--- src/rtl/ram_sdp_clr.sv ---
// Simple dual-port RAM with byte enables and a DEPTH-cycle sweep clear; read latency 1, all requests ignored while busy.
// Define RAM_BYPASS_EN for write-first read-during-write collisions; the default build is read-first.
module ram_sdp_clr #(
  parameter int data_width  = 8,
  parameter int adder_width = 3
) (
  input  logic                    clk,
  input  logic                    rst_n,
  input  logic                    we,
  input  logic [data_width/8-1:0] be,
  input  logic [adder_width-1:0]  w_adder,
  input  logic [data_width-1:0]   w_data,
  input  logic                    re,
  input  logic [adder_width-1:0]  r_adder,
  input  logic                    clr,
  output logic [data_width-1:0]   r_data,
  output logic                    r_valid,
  output logic                    busy
);

  localparam int DEPTH = 2 ** adder_width;
  localparam int NB    = data_width / 8;
  localparam logic [adder_width-1:0] LAST = '1;

  typedef enum logic {S_IDLE = 1'b0, S_CLEAR = 1'b1} state_t;

  state_t                 r_state;
  state_t                 w_state_nxt;
  logic [adder_width-1:0] r_cnt;
  logic [adder_width-1:0] w_cnt_nxt;
  logic [data_width-1:0]  r_mem [DEPTH];
  logic                   w_idle;
  logic                   w_wr;
  logic                   w_rd;
  logic [data_width-1:0]  w_old;
  logic [data_width-1:0]  w_rd_val;

  always_ff @(posedge clk or negedge rst_n) begin
    if (!rst_n) begin
      r_state <= S_CLEAR;
      r_cnt   <= '0;
    end else begin
      r_state <= w_state_nxt;
      r_cnt   <= w_cnt_nxt;
    end
  end

  always_comb begin
    w_state_nxt = r_state;
    w_cnt_nxt   = r_cnt;
    case (r_state)
      S_IDLE: begin
        if (clr) begin
          w_state_nxt = S_CLEAR;
          w_cnt_nxt   = '0;
        end
      end
      S_CLEAR: begin
        w_cnt_nxt = r_cnt + 1'b1;
        if (r_cnt == LAST) w_state_nxt = S_IDLE;
      end
    endcase
  end

  always_comb begin
    busy   = (r_state == S_CLEAR);
    w_idle = (r_state == S_IDLE);
    w_wr   = w_idle & we;
    w_rd   = w_idle & re;
  end

  assign w_old = r_mem[r_adder];

`ifdef RAM_BYPASS_EN
  // Write-first: enabled bytes of a colliding write replace the stored bytes.
  logic [data_width-1:0] w_merge;
  always_comb begin
    w_merge = w_old;
    for (int i = 0; i < NB; i++) begin
      if (w_wr && be[i] && (w_adder == r_adder)) w_merge[8*i +: 8] = w_data[8*i +: 8];
    end
  end
  assign w_rd_val = w_merge;
`else
  assign w_rd_val = w_old;
`endif

  // Memory has no reset; zeroing only happens through the sweep.
  always_ff @(posedge clk) begin
    if (r_state == S_CLEAR) begin
      r_mem[r_cnt] <= '0;
    end else if (w_wr) begin
      for (int i = 0; i < NB; i++) begin
        if (be[i]) r_mem[w_adder][8*i +: 8] <= w_data[8*i +: 8];
      end
    end
  end

  always_ff @(posedge clk or negedge rst_n) begin
    if (!rst_n) begin
      r_data  <= '0;
      r_valid <= 1'b0;
    end else begin
      r_valid <= w_rd;
      if (w_rd) r_data <= w_rd_val;
    end
  end

endmodule

--- config.mk ---
export PLATFORM = sky130hd
export DESIGN_NAME = ram_sdp_clr
export DESIGN_NICKNAME = d
export VERILOG_FILES = /design/src/rtl/ram_sdp_clr.sv
export SDC_FILE = /design/constraint.sdc
export NUM_CORES = 1
export LEC_CHECK = 0
export CORE_ASPECT_RATIO = 1.4
export CORE_MARGIN = 4
export CORE_UTILIZATION = 52
export DETAILED_ROUTE_END_ITERATION = 10
export HOLD_SLACK_MARGIN = 0.15
export MAX_ROUTING_LAYER = met4
export PLACE_DENSITY = 0.74
export RECOVER_POWER = 50
export SYNTH_ARGS = -nofsm -noshare
export SYNTH_HDL_FRONTEND = slang
export SYNTH_SLANG_ARGS = --single-unit
--- constraint.sdc ---
create_clock -name clk -period 4.5 [get_ports clk]
set_input_delay 0.675 -clock clk [delete_from_list [all_inputs] [get_ports clk]]
set_output_delay 0.675 -clock clk [all_outputs]
set_load 0.05 [all_outputs]
==> key figures, run 1 <==
Die
  – # IOs: 30
  – Die X: 74.6 um
  – Core box area: 5950 um2
  – Cell Rows: 33
  – DIE HEIGHT: 101 um
  – Total die area: 7560 um2
  – Initial Util: between 50 and 60%

Power and ir drop
  – P per Cell Area: 596 nW/um2
  – Combinational power share: 28.4%
  – Internal Pwr Total: 1500 uW
  – P_sw: around 710 uW
  – Peak supply drop: 326 uV
  – Seq pwr share: between 40% and 50%
  – Static Leakage: around 0.0014 uW
  – Clk pwr share: 22.0%
  – Switching Share: around 32%

Finish
  – Sequential cell area: 2250 um2
  – Nets@finish: 256
  – Area grow syn2layout: 15.2%
  – Fin area: 3720 um2
  – Area of the multi-input gates: 891 um2
  – Layout cells sized above 1: 10.0%
  – Number of fill cells: 434
  – Ant. Diodes: 0

Route
  – Final ANT Viol Nets: 0
  – Starting DRT DRC Count: 123
  – DRT Pass-1 Iters: 4
  – Drt wl/cell: 19.0 um
  – Drt drc: 0
  – Vias post-DR: 1698
  – Routed WL: 5880 um
  – Vias per cell: about 5.5

Logic synthesis
  – Top cell type's share of synthesized area: 59.5%
  – Area contributors post-synth: edfxtp_1 59%, dfrtp_1 9.3%, mux2i_1 5.9%, mux2_1 5.6%, o31ai_2 3.1%
  – Asr flop ratio synth: 16.9%
  – Most common cell in the netlist: edfxtp_1
  – Ys flop type: edfxtp_1
  – Yosys reg bits: 77
  – Yosys top cell by area: edfxtp_1
  – Seq/Total Area, Yosys: 69.6%
  – Yosys warnings: 0
  – Synth Instances: 204
  – EDFF count, synth: 64
  – Synth unique cells: 28
  – Synthesized area: 3230 um2
  – Syn Area/Cell: between 15 and 20 um2
  – Post-synth net total: ~230
  – Synth cell count leaders: 64 x edfxtp_1, 19 x mux2i_1, 16 x mux2_1, 13 x nand2_1

Global route
  – Initial antenna violation count: 0
  – All-Layer GR Usage: 17.7%
  – Largest net degree at the start of global routing: 21
  – GRT overflow: 0
  – Vias in the first global route: between 1500 and 2000
  – First-pass GRT wire length: 9070 um

STA
  – Final hold viol count: 0
  – Final setup violation count: 0
  – Rel. slew slack: 44.3%
  – RSZ-0062 raised after global routing: no
  – Skew final: 0.00656 ns
  – Max-slew violation count: 0
  – Least-Margin Pin Slew: 0.835 ns
  – Fmax: 382 MHz
  – Crit share post-route: 58.2%
  – Setup TNS: 0 ns
  – Final Critical Period: between 2 and 3 ns
  – Min setup slack post-route: around 1.9 ns

CTS
  – Clock Tree Buf Depth: 2
  – Hold buffer count at CTS: 0
  – Setup repair bufs after CTS: 0
  – Clock slew seen by the registers of the worst setup and hold paths: 0.07 ns
  – Clk Latency, worst-skew pair: ~0.33 ns
  – CTS tree: yes
  – CTS sink cnt: 77
  – CTS Buf Count: 9
  – Post-CTS resize count: 0
  – H-tree depth: 3
  – Clk root buf: clkbuf_8

Placement
  – Placed cell area: 3530 um2
  – PortBufs: 29
  – DP HPWL: 4310 um
  – Place WS: 1.61 ns
  – Routability cong.: around 0.83

Setup path
  – CP Capture Type: flip-flop
  – Critical Setup Path Class: input pin to flip-flop
  – Critical Path Source Type: input pin
  – Crit path cell chain: dlygate4sd3_1 > and3b_1 > mux2_1 > nor2_1
  – Max stage delay on crit path: 0.53 ns
  – CP bufs+invs: 1
  – Top cell family by delay on the critical path: simple AND/OR/NAND/NOR gates
  – Peak fanout along the critical path: 13
  – WP data arrival: 2.58 ns
  – CP max stage cell: dlygate4sd3_1
  – Req. time, crit path: 4.47 ns

Min path
  – Tightest Hold Check Type: flip-flop to flip-flop

Job
  – Max Cap Viol: 0

Outcome
  – Status: complete, no violations
-- power groups by stage --
stage / Sequential (uW) / Combinational (uW) / Clock [uW]
3_5_place_dp: 1120 / 638 / 0
4_1_cts: 1110 / 639 / 496
3_3_place_gp: 1110 / 632 / 0
6_report: 1100 / 629 / 487
2_1_floorplan: 1230 / 323 / 0
5_1_grt: 1120 / 687 / 523
-- worst paths after layout --
kind                                         end  cells past startpoint  slack (ns)                   from
max                        r_mem[7][7]$_DFFE_PP_                      4        1.88                     be
max reg2reg                r_mem[7][7]$_DFFE_PP_                      3        2.13         busy$_DFF_PN1_
min                        r_data[3]$_DFFE_PN0P_                      2        0.49  r_data[3]$_DFFE_PN0P_
min reg2reg                r_data[3]$_DFFE_PN0P_                      2        0.49  r_data[3]$_DFFE_PN0P_
min in group asynchronous  r_data[0]$_DFFE_PN0P_                      1        0.82                  rst_n
max in group asynchronous   r_cnt[1]$_DFFE_PN0P_                      1        3.23                  rst_n
-- metrics by stage --
step           power, uW  util [%]  hold WS (ns)  cells
6_report            2220      62.6         0.485    309
5_1_grt             2330      62.6         0.504    309
4_1_cts             2240      62.6         0.491    309
3_5_place_dp        1760      59.4         0.475    293
3_3_place_gp        1750      59.4         0.469    293
2_1_floorplan       1550         -         0.379    204
-- state kept, by name, indices dropped and copies added (netlist names) --
signal,cells
busy,1
r_valid,1
r_cnt,3
r_mem,64
r_data,8
-- per-layer routing --
metal / wire length [um] / track usage (%) / part of all wire, % / up-vias
li1: - / - / - / 829
met1: 2570 / 22.5 / 44 / 813
met2: 2970 / 27.6 / 51 / 48
met3: 259 / 4.37 / 4.4 / 8
met4: 78 / 6.44 / 1.3 / 0
met5: 0 / - / 0 / -
-- tightest hold or removal path: cells and delay by family (launching register included) --
kind	cells	cell delay [ns]
DFF	1	0.34
AOI/OAI and AO/OA	1	0.05
and+or+nand+nor	1	0.06
-- cell type report --
class	instances	share of cell area, %
Clock buffer	10	3.70
Clock inverter	6	1.41
Multi-Input combinational cell	114	23.9
Tap cell	70	2.35
Timing Repair Buffer	30	8.00
Inverter	2	0.202
Sequential cell	77	60.4
-- cell families (layout without fill, tap and decap cells) --
family / Yosys count / in the layout / share of synthesized area, %
AOI/OAI and AO/OA: 30 / 30 / 7.82
and+or+nand+nor: 46 / 46 / 7.16
adders and majority gates: 2 / 2 / 0.774
muxes: 36 / 36 / 11.8
buffers and inverters: 13 / 48 / 2.86
DFF: 77 / 77 / 69.6
-- placed cells by master, fill, tap and decap left out --
master,n
a21boi_1,1
a21oi_1,2
a22o_1,8
and2_0,8
and3b_1,1
and4b_1,1
buf_4,1
bufinv_16,1
clkbuf_8,10
clkdlybuf4s50_1,26
clkinv_1,2
clkinv_2,3
dfrtp_1,12
dfstp_1,1
dlygate4sd3_1,3
edfxtp_1,64
ha_1,2
inv_1,2
mux2_1,16
mux2_2,1
mux2i_1,19
nand2_1,13
nand2b_1,6
nor2_1,12
nor2b_1,5
o21ai_0,3
o22ai_1,8
o31ai_2,8
Power figures use the tool's default switching activity.
==> inputs of run 2 (changes only) <==
clock period = 2.5 ns   (was 4.5 ns; I/O delays follow)
==> run 2 against run 1 <==
  * Critical path depth down 3
  * Final cell count up 1.3%
  * Clock power up 84%
  * Largest cell class unchanged
==> key figures, run 2 (synthesis gave the netlist of run 1 again) <==
Setup path
  – Critical Setup Path Class: flip-flop to output pin (was input pin to flip-flop)
  – Top cell family by delay on the critical path: buffers and inverters (was simple AND/OR/NAND/NOR gates)
  – CP bufs+invs: 1 (unchanged)
  – Peak fanout along the critical path: 13 (unchanged)
  – FF-to-FF Start: busy$_DFF_PN1_ (unchanged)
  – CP max stage cell: clkdlybuf4s50_1 (was dlygate4sd3_1)
  – CP Capture Type: output pin (was flip-flop)
  – CP startpoint: busy$_DFF_PN1_ (was be)
  – Max stage delay on crit path: 0.84 ns (was 0.53 ns)
  – Crit path cell chain: clkdlybuf4s50_1 (was dlygate4sd3_1 > and3b_1 > mux2_1 > nor2_1)
  – Critical Path Source Type: flip-flop (was input pin)
  – WP data arrival: 1.81 ns (was 2.58 ns)
  – Req. time, crit path: 2.12 ns (was 4.47 ns)

STA
  – Final Critical Period: 2.19 ns
  – Final hold viol count: 0 (unchanged)
  – RSZ-0062 raised after global routing: no (unchanged)
  – Rel. slew slack: 41.2% (was 44.3%)
  – Least-Margin Pin Slew: 0.881 ns (was 0.835 ns)
  – Setup TNS: 0 ns (unchanged)
  – Hold_ws: 0.492 ns (was 0.485 ns)
  – Max-slew violation count: 0 (unchanged)
  – Final setup violation count: 0 (unchanged)
  – Crit share post-route: 87.5%
  – Skew final: 0.00747 ns (was 0.00656 ns)
  – Fmax: 457 MHz

CTS
  – Clock Tree Buf Depth: 2 (unchanged)
  – Clk Latency, worst-skew pair: 0.35 ns (was 0.33 ns)
  – H-tree depth: 3 (unchanged)
  – Post-CTS resize count: 0 (unchanged)
  – CTS sink cnt: 77 (unchanged)
  – Setup repair bufs after CTS: 0 (unchanged)
  – CTS Buf Count: 9 (unchanged)
  – CTS tree: yes (unchanged)
  – Clk root buf: clkbuf_8 (unchanged)
  – Hold buffer count at CTS: 0 (unchanged)
  – Clock slew seen by the registers of the worst setup and hold paths: 0.07 ns (about the same)

Finish
  – Area grow syn2layout: 16.4% (was 15.2%)
  – Area of the multi-input gates: 891 um2 (unchanged)
  – Final Core Density: 63.3% (was 62.6%)
  – Number of fill cells: 450 (was 434)
  – Max reg flops: 64 (unchanged)
  – Layout cells sized above 1: 11.9% (was 10.0%)
  – Ant. Diodes: 0 (unchanged)
  – Commonest cells after routing, fill and taps aside: 64 x edfxtp_1, 28 x clkdlybuf4s50_1, 19 x mux2i_1 (was 64 x edfxtp_1, 26 x clkdlybuf4s50_1, 19 x mux2i_1)
  – Largest Register: r_mem (unchanged)
  – Nets@finish: 260 (was 256)
  – Top flop regs: r_mem: 64 flops, r_data: 8 flops, r_cnt: 3 flops (unchanged)
  – Most common cell after layout, fill and taps aside: edfxtp_1 (unchanged)
  – Sequential cell area: 2250 um2 (unchanged)

Route
  – DRT Pass-1 Iters: 5 (was 4)
  – Drt wl/cell: 19.1 um (was 19.0 um)
  – Starting DRT DRC Count: 156 (was 123)
  – Vias per cell: 5.55 (was 5.50)
  – Vias post-DR: 1737 (was 1698)
  – Drt drc: 0 (unchanged)
  – Routed WL: 5970 um (was 5880 um)
  – Final ANT Viol Nets: 0 (unchanged)

Global route
  – First-pass GRT wire length: 9320 um (was 9070 um)
  – Largest net degree at the start of global routing: 33 (was 21)
  – GRT overflow: 0 (unchanged)
  – All-Layer GR Usage: 18.2% (was 17.7%)
  – Vias in the first global route: 1704 (was 1693)
  – Initial antenna violation count: 0 (unchanged)

Job
  – Max Cap Viol: 0 (unchanged)

Die
  – Core box area: 5950 um2 (unchanged)
  – Die X: 74.6 um (unchanged)
  – Initial Util: 54.4% (unchanged)
  – Total die area: 7560 um2 (unchanged)
  – DIE HEIGHT: 101 um (unchanged)
  – # IOs: 30 (unchanged)
  – Cell Rows: 33 (unchanged)

Power and ir drop
  – Final Power: 4030 uW (was 2220 uW)
  – P per Cell Area: 1070 nW/um2 (was 596 nW/um2)
  – Peak supply drop: 640 uV (was 326 uV)
  – Static Leakage: 0.00138 uW (was 0.00137 uW)

Min path
  – Tightest Hold Check Type: flip-flop to flip-flop (unchanged)
  – Worst Hold Launch: r_data[7]$_DFFE_PN0P_ (was r_data[3]$_DFFE_PN0P_)

Placement
  – DP HPWL: 4210 um (was 4310 um)
  – Routability cong.: 0.826 (was 0.835)
  – PortBufs: 29 (unchanged)

Outcome
  – Status: complete, no violations (unchanged)
==> run 2: report_power, final <==
part           total, uW  switching [uW]  leakage, uW  internal, uW
Combinational       1150             741     0.000525           413
Clock                895             436    0.0000923           459
Sequential          1980             145     0.000764          1840
==> run 2: worst paths after layout <==
check	slack [ns]	endpoint	cells after the start
max reg2reg	0.35	r_mem[5][4]$_DFFE_PP_	4
max in group asynchronous	1.50	r_data[2]$_DFFE_PN0P_	1
min in group asynchronous	0.53	r_data[6]$_DFFE_PN0P_	1
min reg2reg	0.49	r_data[7]$_DFFE_PN0P_	2
min	0.49	r_data[7]$_DFFE_PN0P_	2
max	0.31	busy	1
==> run 2: area by class of cell <==
cell class              instances  share of cell area (%)
inverters                       2                   0.200
clock inverters                 6                    1.70
multi-input cells             114                    23.7
flip-flops and latches         77                    59.8
repair buffers                 34                    8.95
clock buffers                  10                    3.39
well taps                      70                    2.33
==> run 2: worst reg2reg max path: stages (launching register included) <==
cell and delay [ns]:
dfstp_2 0.63, and3b_1 0.26, clkbuf_1 0.22, mux2i_1 0.18, nor2_1 0.50
==> run 2: routing by layer <==
layer,vias up,share of wire [%],GRT usage [%],wire (um)
met1,841,44,23.5,2630
met4,0,2.5,7.53,148
li1,833,-,-,-
met2,54,49,27.4,2900
met3,9,5.0,4.37,296
met5,-,0,-,0
==> run 2: through the flow <==
stage / setup WS, ns / area, um2 / cells
finish: 0.312 / 3760 / 313
global route: 0.159 / 3760 / 313
CTS: 0.288 / 3770 / 313
detailed placement: 0.215 / 3570 / 297
global placement: 0.237 / 3570 / 297
floorplan: 0.400 / 3230 / 204
==> inputs of run 3 (changes only) <==
PLACE_DENSITY = 0.73   (was 0.74)
clock period = 2.54 ns   (was 2.5 ns; I/O delays follow)
==> run 3 against run 2 <==
  * Register-to-register slack got worse by 0.03 ns
  * Power up 3.9%
  * Combinational power hardly changed
  * Final area increased by 1.3%
  * First-iteration DRC count fell by 33%
  * Largest cell class unchanged
==> key figures, run 3 (synthesis gave the netlist of run 1 again) <==
Outcome
  – Status: complete, no violations (unchanged)

Power and ir drop
  – P_sw: 1280 uW (was 1320 uW)
  – Static Leakage: 0.00141 uW (was 0.00138 uW)
  – Internal Pwr Total: 2910 uW (was 2710 uW)
  – Combinational power share: 27.0% (was 28.6%)
  – Switching Share: 30.5% (was 32.8%)
  – Peak supply drop: 799 uV (was 640 uV)
  – Clk pwr share: 26.5% (was 22.2%)
  – Seq pwr share: 46.5% (was 49.2%)
  – P per Cell Area: 1100 nW/um2 (was 1070 nW/um2)

STA
  – Final hold viol count: 0 (unchanged)
  – Skew final: 0.0125 ns (was 0.00747 ns)
  – Max-slew violation count: 0 (unchanged)
  – Setup TNS: 0 ns (unchanged)
  – RSZ-0062 raised after global routing: no (unchanged)
  – Final Critical Period: around 2.3 ns
  – Least-Margin Pin Slew: 0.845 ns (was 0.881 ns)
  – Crit share post-route: between 90% and 100%
  – Hold_ws: 0.488 ns (was 0.492 ns)
  – Rel. slew slack: 43.7% (was 41.2%)
  – Final setup violation count: 0 (unchanged)
  – Fmax: 432 MHz

Global route
  – Largest net degree at the start of global routing: 33 (unchanged)
  – All-Layer GR Usage: 18.3% (was 18.2%)
  – Vias in the first global route: 1691 (was 1704)
  – GRT overflow: 0 (unchanged)
  – Initial antenna violation count: 0 (unchanged)
  – First-pass GRT wire length: 9190 um (was 9320 um)

CTS
  – Clock slew seen by the registers of the worst setup and hold paths: 0.07 ns (about the same)
  – Clk Latency, worst-skew pair: 0.35 ns (about the same)
  – Hold buffer count at CTS: 0 (unchanged)
  – CTS sink cnt: 77 (unchanged)
  – Setup repair bufs after CTS: 0 (unchanged)
  – CTS tree: yes (unchanged)
  – Clock Tree Buf Depth: 2 (unchanged)
  – Clk root buf: clkbuf_8 (unchanged)
  – CTS Buf Count: 9 (unchanged)
  – H-tree depth: 3 (unchanged)
  – Post-CTS resize count: 0 (unchanged)

Finish
  – Max reg flops: 64 (unchanged)
  – Ant. Diodes: 0 (unchanged)
  – Most common cell after layout, fill and taps aside: edfxtp_1 (unchanged)
  – Number of fill cells: 435 (was 450)
  – Layout cells sized above 1: 11.2% (was 11.9%)
  – Post-Layout Cell Count: 311 (was 313)
  – Final Core Density: 64.1% (was 63.3%)
  – Largest Register: r_mem (unchanged)
  – Top flop regs: r_mem: 64 flops, r_data: 8 flops, r_cnt: 3 flops (unchanged)
  – Area grow syn2layout: 17.9% (was 16.4%)
  – Commonest cells after routing, fill and taps aside: 64 x edfxtp_1, 28 x clkdlybuf4s50_1, 19 x mux2i_1 (unchanged)
  – Nets@finish: 258 (was 260)

Setup path
  – CP Capture Type: output pin (unchanged)
  – Max stage delay on crit path: 0.88 ns (was 0.84 ns)
  – R2r worst-path depth: 3 (was 4)
  – Req. time, crit path: 2.16 ns (was 2.12 ns)
  – WP depth: 1 (unchanged)
  – R2R Setup Slk: 0.32 ns (was 0.35 ns)
  – Critical Path Source Type: flip-flop (unchanged)
  – WP data arrival: 1.93 ns (was 1.81 ns)
  – FF-to-FF Start: busy$_DFF_PN1_ (unchanged)
  – Peak fanout along the critical path: 13 (unchanged)
  – CP startpoint: busy$_DFF_PN1_ (unchanged)
  – Critical R2R Capture: r_mem[6][7]$_DFFE_PP_ (was r_mem[5][4]$_DFFE_PP_)
  – Top cell family by delay on the critical path: buffers and inverters (unchanged)
  – Critical path endpoint: busy (unchanged)
  – Critical Setup Path Class: flip-flop to output pin (unchanged)
  – CP max stage cell: clkdlybuf4s50_1 (unchanged)
  – CP bufs+invs: 1 (unchanged)
  – Crit path cell chain: clkdlybuf4s50_1 (unchanged)

Die
  – Cell Rows: 33 (unchanged)
  – Die X: 74.6 um (unchanged)
  – DIE HEIGHT: 101 um (unchanged)
  – Total die area: 7560 um2 (unchanged)
  – # IOs: 30 (unchanged)
  – Core box area: 5950 um2 (unchanged)
  – Initial Util: 54.4% (unchanged)

Job
  – Max Cap Viol: 0 (unchanged)

Route
  – Vias per cell: 5.52 (was 5.55)
  – Vias post-DR: 1716 (was 1737)
  – Routed WL: 5860 um (was 5970 um)
  – Drt drc: 0 (unchanged)
  – Drt wl/cell: 18.9 um (was 19.1 um)
  – Starting DRT DRC Count: 105 (was 156)
  – DRT Pass-1 Iters: 4 (was 5)
  – Final ANT Viol Nets: 0 (unchanged)

Min path
  – Tightest Hold Check Type: flip-flop to flip-flop (unchanged)

Placement
  – PortBufs: 29 (unchanged)
  – Inst Count DP: 295 (was 297)
  – DP HPWL: 4180 um (was 4210 um)
  – Routability cong.: 0.849 (was 0.826)
[run 3: changes by cell type in the layout (fill, tap and decap cells not counted), sizes merged]
cell,change
clkbuf,+1
buf,-1
clkinv,-2
bufinv,+2
clkinvlp,-2
[run 3: how the worst min path moves through the flow]
stage,startpoint,endpoint,cells after the start
6_report,r_data[4]$_DFFE_PN0P_,r_data[4]$_DFFE_PN0P_,2
5_1_grt,r_data[3]$_DFFE_PN0P_,r_data[3]$_DFFE_PN0P_,2
4_1_cts,rst_n,r_data[6]$_DFFE_PN0P_,1
3_5_place_dp,r_data[3]$_DFFE_PN0P_,r_data[3]$_DFFE_PN0P_,2
3_3_place_gp,r_data[0]$_DFFE_PN0P_,r_data[0]$_DFFE_PN0P_,2
2_1_floorplan,rst_n,r_cnt[0]$_DFFE_PN0P_,0
[run 3: through the flow]
| stage | total power [uW] | setup slack, ns | area, um2 |
|---|---|---|---|
| 2_1_floorplan | 2750 | 0.440 | 3230 |
| 3_3_place_gp | 3080 | 0.270 | 3560 |
| 3_5_place_dp | 3120 | 0.231 | 3560 |
| 4_1_cts | 4220 | 0.325 | 3810 |
| 5_1_grt | 4410 | 0.154 | 3810 |
| 6_report | 4190 | 0.225 | 3810 |
[run 3: routing by layer]
metal  wire [um]  share of wire [%]  track usage, %
met3         304                5.2            3.87
met4          96                1.6            8.22
met2        2990                 51            28.4
met1        2470                 42            22.9
met5           0                  0               -
[run 3: power groups by stage]
stage	logic (uW)	clock network, uW	registers (uW)
floorplan	572	0	2180
global placement	1120	0	1970
detailed placement	1130	0	1980
CTS	1140	1120	1950
global route	1240	1190	1990
finish	1130	1110	1950
[run 3: area by class of cell]
| class | instances | area, um2 | share of cell area [%] |
|---|---|---|---|
| clock buffers | 12 | 155 | 4.07 |
| clock inverters | 4 | 95.1 | 2.50 |
| inverters | 2 | 7.51 | 0.197 |
| multi-input cells | 114 | 891 | 23.4 |
| flip-flops and latches | 77 | 2250 | 59.0 |
| well taps | 70 | 87.6 | 2.30 |
| repair buffers | 32 | 325 | 8.54 |
